$ cat src/rtl/regfile_wport_arb.sv
// regfile_wport_arb
//   Arbitrates the single register-file write port between three sources:
//   the execute pipeline (highest priority, no back-pressure), a multi-cycle
//   unit (MDU) and a debug port. MDU and debug share round-robin priority
//   whenever the pipeline does not take the port. A starvation counter stalls
//   the pipeline for one cycle once a lower requester has been blocked
//   STARVE_LIMIT cycles in a row.
//
// Ports
//   clk, reset                 clock, synchronous active-high reset
//   ex_valid/ex_rd/ex_wd       pipeline writeback request (always accepted unless stalled)
//   mdu_valid/mdu_rd/mdu_wd    MDU write request, mdu_ready = accepted this cycle
//   dbg_valid/dbg_rd/dbg_wd    debug write request, dbg_ready = accepted this cycle
//   a3/wd3/we3                 registered register-file write port (one cycle after accept)
//   stall_pipe                 pipeline must keep ex_valid low while this is high
//   proto_err                  sticky: ex_valid was seen high during a stall cycle
module regfile_wport_arb #(
  parameter int STARVE_LIMIT = 4,
  parameter int DATA_W       = 32
) (
  input  logic              clk,
  input  logic              reset,
  input  logic              ex_valid,
  input  logic [4:0]        ex_rd,
  input  logic [DATA_W-1:0] ex_wd,
  input  logic              mdu_valid,
  input  logic [4:0]        mdu_rd,
  input  logic [DATA_W-1:0] mdu_wd,
  output logic              mdu_ready,
  input  logic              dbg_valid,
  input  logic [4:0]        dbg_rd,
  input  logic [DATA_W-1:0] dbg_wd,
  output logic              dbg_ready,
  output logic [4:0]        a3,
  output logic [DATA_W-1:0] wd3,
  output logic              we3,
  output logic              stall_pipe,
  output logic              proto_err
);

  localparam logic [3:0] LIMIT = 4'(STARVE_LIMIT);

  logic [3:0]        cnt;
  logic              last_dbg;   // 1: debug was the most recent lower-priority grant

  logic              ex_acc_p0;
  logic              mdu_win;
  logic              grant_lo;
  logic              vld_p0;
  logic [4:0]        rd_p0;
  logic [DATA_W-1:0] wd_p0;

  // ---- stage p0: arbitration and source select (combinational) ----
  always_comb begin
    stall_pipe = (cnt == LIMIT);
    ex_acc_p0  = ex_valid & ~stall_pipe & ~reset;
    // MDU takes the slot if it is alone, or on a tie when debug went last.
    mdu_win    = mdu_valid & (~dbg_valid | last_dbg);
    mdu_ready  = ~reset & ~ex_acc_p0 & mdu_win;
    dbg_ready  = ~reset & ~ex_acc_p0 & dbg_valid & ~mdu_win;
    grant_lo   = mdu_ready | dbg_ready;
    vld_p0     = ex_acc_p0 | grant_lo;

    rd_p0 = ex_rd;
    wd_p0 = ex_wd;
    if (mdu_ready) begin
      rd_p0 = mdu_rd;
      wd_p0 = mdu_wd;
    end else if (dbg_ready) begin
      rd_p0 = dbg_rd;
      wd_p0 = dbg_wd;
    end
  end

  // ---- stage p1: write-port register and arbitration state ----
  always_ff @(posedge clk) begin
    if (reset) begin
      we3       <= 1'b0;
      a3        <= '0;
      wd3       <= '0;
      cnt       <= '0;
      proto_err <= 1'b0;
      last_dbg  <= 1'b1;
    end else begin
      // A write to x0 is consumed but never reaches the port; a3/wd3 hold.
      we3 <= vld_p0 & (rd_p0 != 5'd0);
      if (vld_p0 && rd_p0 != 5'd0) begin
        a3  <= rd_p0;
        wd3 <= wd_p0;
      end

      if (ex_valid && stall_pipe)
        proto_err <= 1'b1;

      if (grant_lo || !(mdu_valid || dbg_valid))
        cnt <= '0;
      else if (cnt != LIMIT)
        cnt <= cnt + 4'd1;

      if (mdu_ready)
        last_dbg <= 1'b0;
      else if (dbg_ready)
        last_dbg <= 1'b1;
    end
  end

endmodule

$ cat config.mk
export PLATFORM = sky130hd
export DESIGN_NAME = regfile_wport_arb
export DESIGN_NICKNAME = d
export VERILOG_FILES = /design/src/rtl/regfile_wport_arb.sv
export SDC_FILE = /design/constraint.sdc
export NUM_CORES = 1
export LEC_CHECK = 0
export ABC_AREA = 1
export BUFFER_PORTS_ARGS = -buffer_cell sky130_fd_sc_hd__clkbuf_2
export CORE_UTILIZATION = 39
export DETAILED_ROUTE_END_ITERATION = 8
export PLACE_DENSITY = 0.84
export SETUP_SLACK_MARGIN = 0.5
export SYNTH_ARGS = -nofsm -noshare
export SYNTH_HDL_FRONTEND = slang
export SYNTH_SLANG_ARGS = --single-unit
$ cat constraint.sdc
create_clock -name clk -period 2 [get_ports clk]
set_clock_uncertainty 0.1 [all_clocks]
set_input_delay 0.4 -clock clk [delete_from_list [all_inputs] [get_ports clk]]
set_output_delay 0.4 -clock clk [all_outputs]
set_load 0.01 [all_outputs]
==> results of run 1 <==
[synth_stat cells, types with 4 or more instances]
cell and instances:
nand2_1 122, inv_1 8, clkbuf_1 14, buf_1 4, nand4_1 6, nor2_1 78
dfxtp_1 44, buf_6 4, o21ai_0 32, inv_2 7, nand3_1 75
[through the flow]
stage	setup slack [ns]	cell area (sq um)	TNS, ns	hold WS (ns)	cells
after global placement	-0.0486	3660	-1.39	0.314	657
after global routing	-0.291	4180	-7.23	0.339	684
after CTS	0.0274	3830	0	0.298	670
after floorplan	0.00994	2680	0	0.306	423
after detailed placement	-0.129	3660	-3.50	0.323	657
final	-0.216	4180	-2.89	0.319	684
[area by class of cell]
type / count / area, sq um
Inverter: 15 / 66.3
Sequential cell: 44 / 883
Clock buffer: 8 / 90.1
Tap cell: 77 / 96.3
Multi-Input combinational cell: 336 / 1760
Timing Repair Buffer: 204 / 1290
Fill cell: 583 / 2240
[timing repair]
| action | 4_1_cts | 5_1_grt |
|---|---|---|
| setup buffers | 5 | 11 |
| gates resized for setup | 15 | 55 |
| pin swaps | 2 | 8 |
| cloned | 0 | 3 |
| endpoints found under the setup margin | 42 | 42 |
| hold endpoints to repair | 0 | 0 |
[critical path, cell delays in order (launching register included)]
cell	delay, ns
dfxtp_2	0.33
inv_2	0.07
ha_4	0.13
nand3_4	0.07
nand2_4	0.13
nand3_4	0.16
inv_4	0.13
nand2_2	0.07
nand3_2	0.12
inv_2	0.05
nand2_2	0.07
nor2_4	0.04
nor2_4	0.20
clkbuf_16	0.21
nor2_1	0.06
nor2_1	0.19
[how the worst max path moves through the flow]
stage          slack (ns)        end       from
2_1_floorplan        0.01    wd3[10]     cnt[1]
3_3_place_gp        -0.05    wd3[30]  mdu_valid
3_5_place_dp        -0.13    wd3[30]  mdu_valid
4_1_cts              0.03  dbg_ready     cnt[0]
5_1_grt             -0.29      a3[1]     cnt[0]
6_report            -0.22      a3[1]     cnt[0]
[metal layers]
metal | share of wire [%] | global-route usage [%]
met4 | 2.8 | 7.37
met5 | 0 | 0
met2 | 52 | 41.4
met1 | 39 | 25.9
met3 | 5.8 | 4.45
[sequential cells by signal, indices dropped and copies added, names as in the netlist]
register	count
wd3	32
a3	5
cnt	4
last_dbg	1
proto_err	1
we3	1
[power by group]
part           internal (W)  leakage (nW)  switching [W]
Combinational      0.000364          1.83       0.000404
Clock              0.000282        0.0455       0.000276
Sequential         0.000951         0.365      0.0000467
[logic make-up (layout without fill, tap and decap cells)]
group                    after synthesis  after routing  synth area share, %
AND/OR/NAND/NOR                      291            291                 48.4
flip-flops                            44             44                 33.7
buffers and inverters                 43            227                 7.89
AO/OA/AOI/OAI                         41             41                 8.42
adder cells (fa/ha/maj)                2              2                0.957
XOR/XNOR                               2              2                0.670
==> impl_metrics.py, run 1 <==
metrics = {
    "floorplan": {
        "die-height_um": 83.9,
        "die_w_um": 83.9,
        "rows": 29,
        "die_area_sq_um": 7040,
        "io_pins": 158,
        "coreArea_sq_um": 6420,
        "start_util_pct": 40.7,
    },
    "critical_path": {
        "rr_worst_depth": 15,
        "r2r_end": "a3[1]",
        "r2r_start": "cnt[0]",
        "worstPathRequired_ns": 2.10,
        "regToRegSetupSlack_ns": -0.22,
        "arrival_ns": 2.31,
        "crit_type": "reg -> reg",
        "crit_path_end_kind": "flop",
        "cp_max_fo": 8,
        "crit_path_start_kind": "flop",
    },
    "clock_tree": {
        "cts-root-buf": "clkbuf_8",
        "holdBufCountCts": 0,
        "cts_tree": "yes",
        "clk_pin_slew_ns": 0.08,
        "cts.sink_count": 44,
        "clock_tree.buffer_depth": 2,
        "clkLatencyLatePin_ns": 0.28,
        "htree_num_levels": 2,
        "tritoncts.num_buffers": 5,
    },
    "final_layout": {
        "layout_common_cells": "clkbuf_2 (154), nand2_1 (112), nand3_1 (65)",
        "drive_gt1_share_pct": 45.0,
        "fin_nets": 724,
        "syn_to_final_growth_pct": 60.0,
        "final_core_util_pct": 65.1,
        "diodes": 0,
        "final_common_cell": "clkbuf_2",
    },
    "global_route": {
        "grt_pass1_wl_um": 13100,
        "grt_overflow": 0,
        "grtUsageTotal_pct": 22.5,
        "antenna_found_initial": 0,
        "grt_pass1_vias": 3039,
        "grt_max_degree": 42,
    },
    "power": {
        "p_leak_nw": 2.24,
        "ir_drop_mv": 0.342,
        "pwr_density_cell_nw_per_um2": 556,
        "power_w": 0.00232,
    },
    "flow_run": {
        "maxCapViolations": 0,
    },
    "logic_synthesis": {
        "synth-edff-count": 0,
        "avgSynthCellArea_sq_um": 6.18,
        "yosys-top-cells-area": "dfxtp_1 (34%), nand2_1 (18%), nand3_1 (14%)",
        "netlist_instances": 423,
        "synth_seq_cells": 44,
        "yosys.cell_types.count": 28,
        "syn_area_sq_um": 2620,
        "synth_nets": 541,
        "seq_area_frac_synth_pct": 33.7,
        "yosys_warnings": 0,
        "synth_top_area_cell": "dfxtp_1",
        "synth-main-ff-cell": "dfxtp_1",
        "ys_async_sr_fraction_pct": 0,
        "synth_top_area_share_pct": 33.7,
    },
    "drt": {
        "ant_nets": 0,
        "vias_per_cell": 5.02,
        "routed_wl_um": 9120,
        "drcViolationCount": 22,
        "vias": 3436,
        "drt-initial-drc-count": 148,
        "avgRoutedWirePerCell_um": 13.3,
        "dr.pass1.iters": 6,
    },
    "timing": {
        "setup_ws_ns": -0.216,
        "rsz0062_at_grt": "true",
        "min_period_ns": 2.22,
        "hold_viol": 0,
        "fmax_ghz": 0.451,
        "maxSlewHeadroom_pct": 75.7,
        "finalCritPeriodShare_pct": 111,
        "setup_viol": 38,
        "tightest_slew_ns": 0.364,
        "maxSlewViolCount": 0,
    },
    "run_status": {
        "outcome": "complete, but fails checks",
        "violations": "DRC, setup timing",
    },
    "worst_hold_path": {
        "whs_path_depth": 3,
        "min_to": "proto_err",
        "hold_class": "in -> reg",
        "hp-start": "ex_valid",
    },
    "placed_design": {
        "port_buffers": 157,
        "dp_hpwl_um": 6090,
        "gp_congestion": 0.888,
    },
}
Note: power is estimated with default switching activity, not from simulation.
==> inputs of run 2 (changes only) <==
--- a/config.mk
+++ b/config.mk
@@ -7,9 +7,9 @@
 export LEC_CHECK = 0
 export ABC_AREA = 1
 export BUFFER_PORTS_ARGS = -buffer_cell sky130_fd_sc_hd__clkbuf_2
-export CORE_UTILIZATION = 39
+export CORE_UTILIZATION = 44
 export DETAILED_ROUTE_END_ITERATION = 8
-export PLACE_DENSITY = 0.84
+export PLACE_DENSITY = 0.88
 export SETUP_SLACK_MARGIN = 0.5
 export SYNTH_ARGS = -nofsm -noshare
 export SYNTH_HDL_FRONTEND = slang
==> constraint.sdc (replaced) <==
create_clock -name clk -period 2.44 [get_ports clk]
set_clock_uncertainty 0.1 [all_clocks]
set_input_delay 0.488 -clock clk [delete_from_list [all_inputs] [get_ports clk]]
set_output_delay 0.488 -clock clk [all_outputs]
set_load 0.01 [all_outputs]
==> run 2 against run 1 <==
Effect of this change:
- the flow now finishes without violations
- worst setup slack better by 0.56 ns
- sequential power shrank 18%
- design area down 4.2%
- clock power fell by 21%
- non-clock buffer count is 13 lower
- fmax rose by 5.8%
- register-to-register slack better by 0.56 ns
- final cell count decreased by 2.6%
- routed wire length decreased by 2.4%
- via count is 1.4% lower
- hold slack improved by 0.042 ns
==> impl_metrics.py, run 2 (synthesis results as in run 1) <==
metrics = {
    "power": {
        "ir_drop_mv": 0.238,
        "p_int_w": 0.00125,
        "switching_share_pct": 32.4,
        "pwr_density_cell_nw_per_um2": 461,
        "pwr-share-clk_pct": 23.7,
        "p_seq_share_pct": 44.1,
        "power_frac_comb_pct": 32.2,
        "power_switching_w": 0.000600,
        "p_leak_nw": 2.15,
    },
    "global_route": {
        "grtUsageTotal_pct": 26.0,
        "antenna_found_initial": 0,
        "grt_pass1_wl_um": 13000,
        "grt_pass1_vias": 3051,
        "grt_overflow": 0,
        "grt_max_degree": 40,
    },
    "placed_design": {
        "port_buffers": 157,
        "gp_congestion": 0.865,
        "dpl-instance-area_sq_um": 3550,
        "dp_hpwl_um": 5990,
        "post-place-ws_ns": 0.144,
    },
    "drt": {
        "routed_wl_um": 8900,
        "dr.pass1.iters": 4,
        "vias_per_cell": 5.09,
        "avgRoutedWirePerCell_um": 13.4,
        "drt-initial-drc-count": 117,
        "drcViolationCount": 0,
        "ant_nets": 0,
        "vias": 3388,
    },
    "clock_tree": {
        "tritoncts.num_buffers": 5,
        "clkLatencyLatePin_ns": 0.29,
        "cts.sink_count": 44,
        "clk_pin_slew_ns": 0.08,
        "htree_num_levels": 2,
        "cts_tree": "yes",
        "clock_tree.buffer_depth": 2,
        "cts-root-buf": "clkbuf_8",
    },
    "timing": {
        "setup_viol": 0,
        "whs_ns": 0.361,
        "tightest_slew_ns": 0.364,
        "fmax_ghz": 0.477,
        "final.setup.tns_ns": 0,
        "hold_viol": 0,
        "min_period_ns": 2.10,
        "rsz0062_at_grt": "true",
        "setup_ws_ns": 0.345,
        "maxSlewViolCount": 0,
        "finalCritPeriodShare_pct": 85.9,
        "maxSlewHeadroom_pct": 75.7,
    },
    "floorplan": {
        "die_w_um": 79.1,
        "die-height_um": 79.1,
        "rows": 27,
        "coreArea_sq_um": 5610,
        "die_area_sq_um": 6260,
        "start_util_pct": 46.6,
        "io_pins": 158,
    },
    "worst_hold_path": {
        "hp-start": "proto_err",
        "hold_class": "reg -> reg",
    },
    "run_status": {
        "outcome": "finished clean",
    },
    "final_layout": {
        "diodes": 0,
        "fin_nets": 712,
        "drive_gt1_share_pct": 42.1,
        "largest_reg_flops": 32,
        "post-route-cell-area_sq_um": 4010,
        "final_common_cell": "clkbuf_2",
        "layout_common_cells": "clkbuf_2 (154), nand2_1 (111), nor2_1 (71)",
        "top_register": "wd3",
        "syn_to_final_growth_pct": 53.3,
        "top_regs": "wd3 x32, a3 x5, cnt x4",
    },
    "critical_path": {
        "arrival_ns": 2.22,
        "crit_path_start_kind": "flop",
        "crit_path_end_kind": "flop",
        "worstPathRequired_ns": 2.57,
        "r2r_start": "last_dbg",
        "crit_type": "reg -> reg",
        "cp-startpoint": "last_dbg",
        "cp_max_fo": 17,
    },
    "flow_run": {
        "maxCapViolations": 0,
    },
}
run 2: cell count changes in the layout (fill, tap and decap cells not counted), sizes merged:
cell | previous run | this run
buf | 47 | 36
clkbuf | 165 | 160
clkinv | 0 | 1
clkinvlp | 0 | 1
nand3 | 78 | 79
run 2: critical path, stage by stage (launching register included):
cell and delay [ns]:
dfxtp_1 0.41, inv_1 0.10, a21oi_4 0.22, nand3_4 0.16, inv_4 0.13, nand2_2 0.08
nand3_4 0.08, inv_2 0.05, nand2_2 0.06, nor2_2 0.05, nor2_4 0.23, buf_12 0.19
nor2_1 0.05, nor2_1 0.12
run 2: layer usage:
| layer | routed length, um | vias up | GRT usage (%) |
|---|---|---|---|
| li1 | - | 1714 | - |
| met2 | 4640 | 150 | 49.2 |
| met3 | 592 | 22 | 5.98 |
| met4 | 274 | 0 | 10.0 |
| met1 | 3390 | 1502 | 27.5 |
| met5 | 0 | - | 0 |
run 2: path summary, 6_finish.rpt:
path	endpoint	slack, ns	cells past startpoint
setup / recovery	a3[0]	0.34	13
hold / removal	proto_err	0.36	2
setup reg to reg	a3[0]	0.34	13
hold reg to reg	proto_err	0.36	2
run 2: area by class of cell:
cell class,count,area (sq um)
multi-input combinational,337,1750
fill,471,1600
timing repair buffer,191,1130
sequential,44,883
tap,72,90.1
clock buffer,5,68.8
inverter,15,66.3
clock inverter,2,12.5
run 2: repair_timing:
action | CTS | global route
cloned | 0 | 3
buffers inserted | 13 | 5
endpoints found under the setup margin | 39 | 40
gates resized for setup | 15 | 34
pin swaps | 4 | 13
hold buffers | 0 | 0
run 2: power by group through the flow:
stage	registers (W)	logic, W	clock network (W)
after floorplan	0.000853	0.000270	0
after global placement	0.000827	0.000499	0
after detailed placement	0.000830	0.000512	0
after CTS	0.000813	0.000541	0.000441
after global routing	0.000822	0.000658	0.000475
final	0.000815	0.000596	0.000439
run 2: metrics by stage:
step / utilization (%) / total power [W] / std cells
after floorplan: - / 0.00112 / 423
after global placement: 63.4 / 0.00133 / 638
after detailed placement: 63.4 / 0.00134 / 638
after CTS: 67.7 / 0.00180 / 658
after global routing: 71.5 / 0.00195 / 666
final: 71.5 / 0.00185 / 666
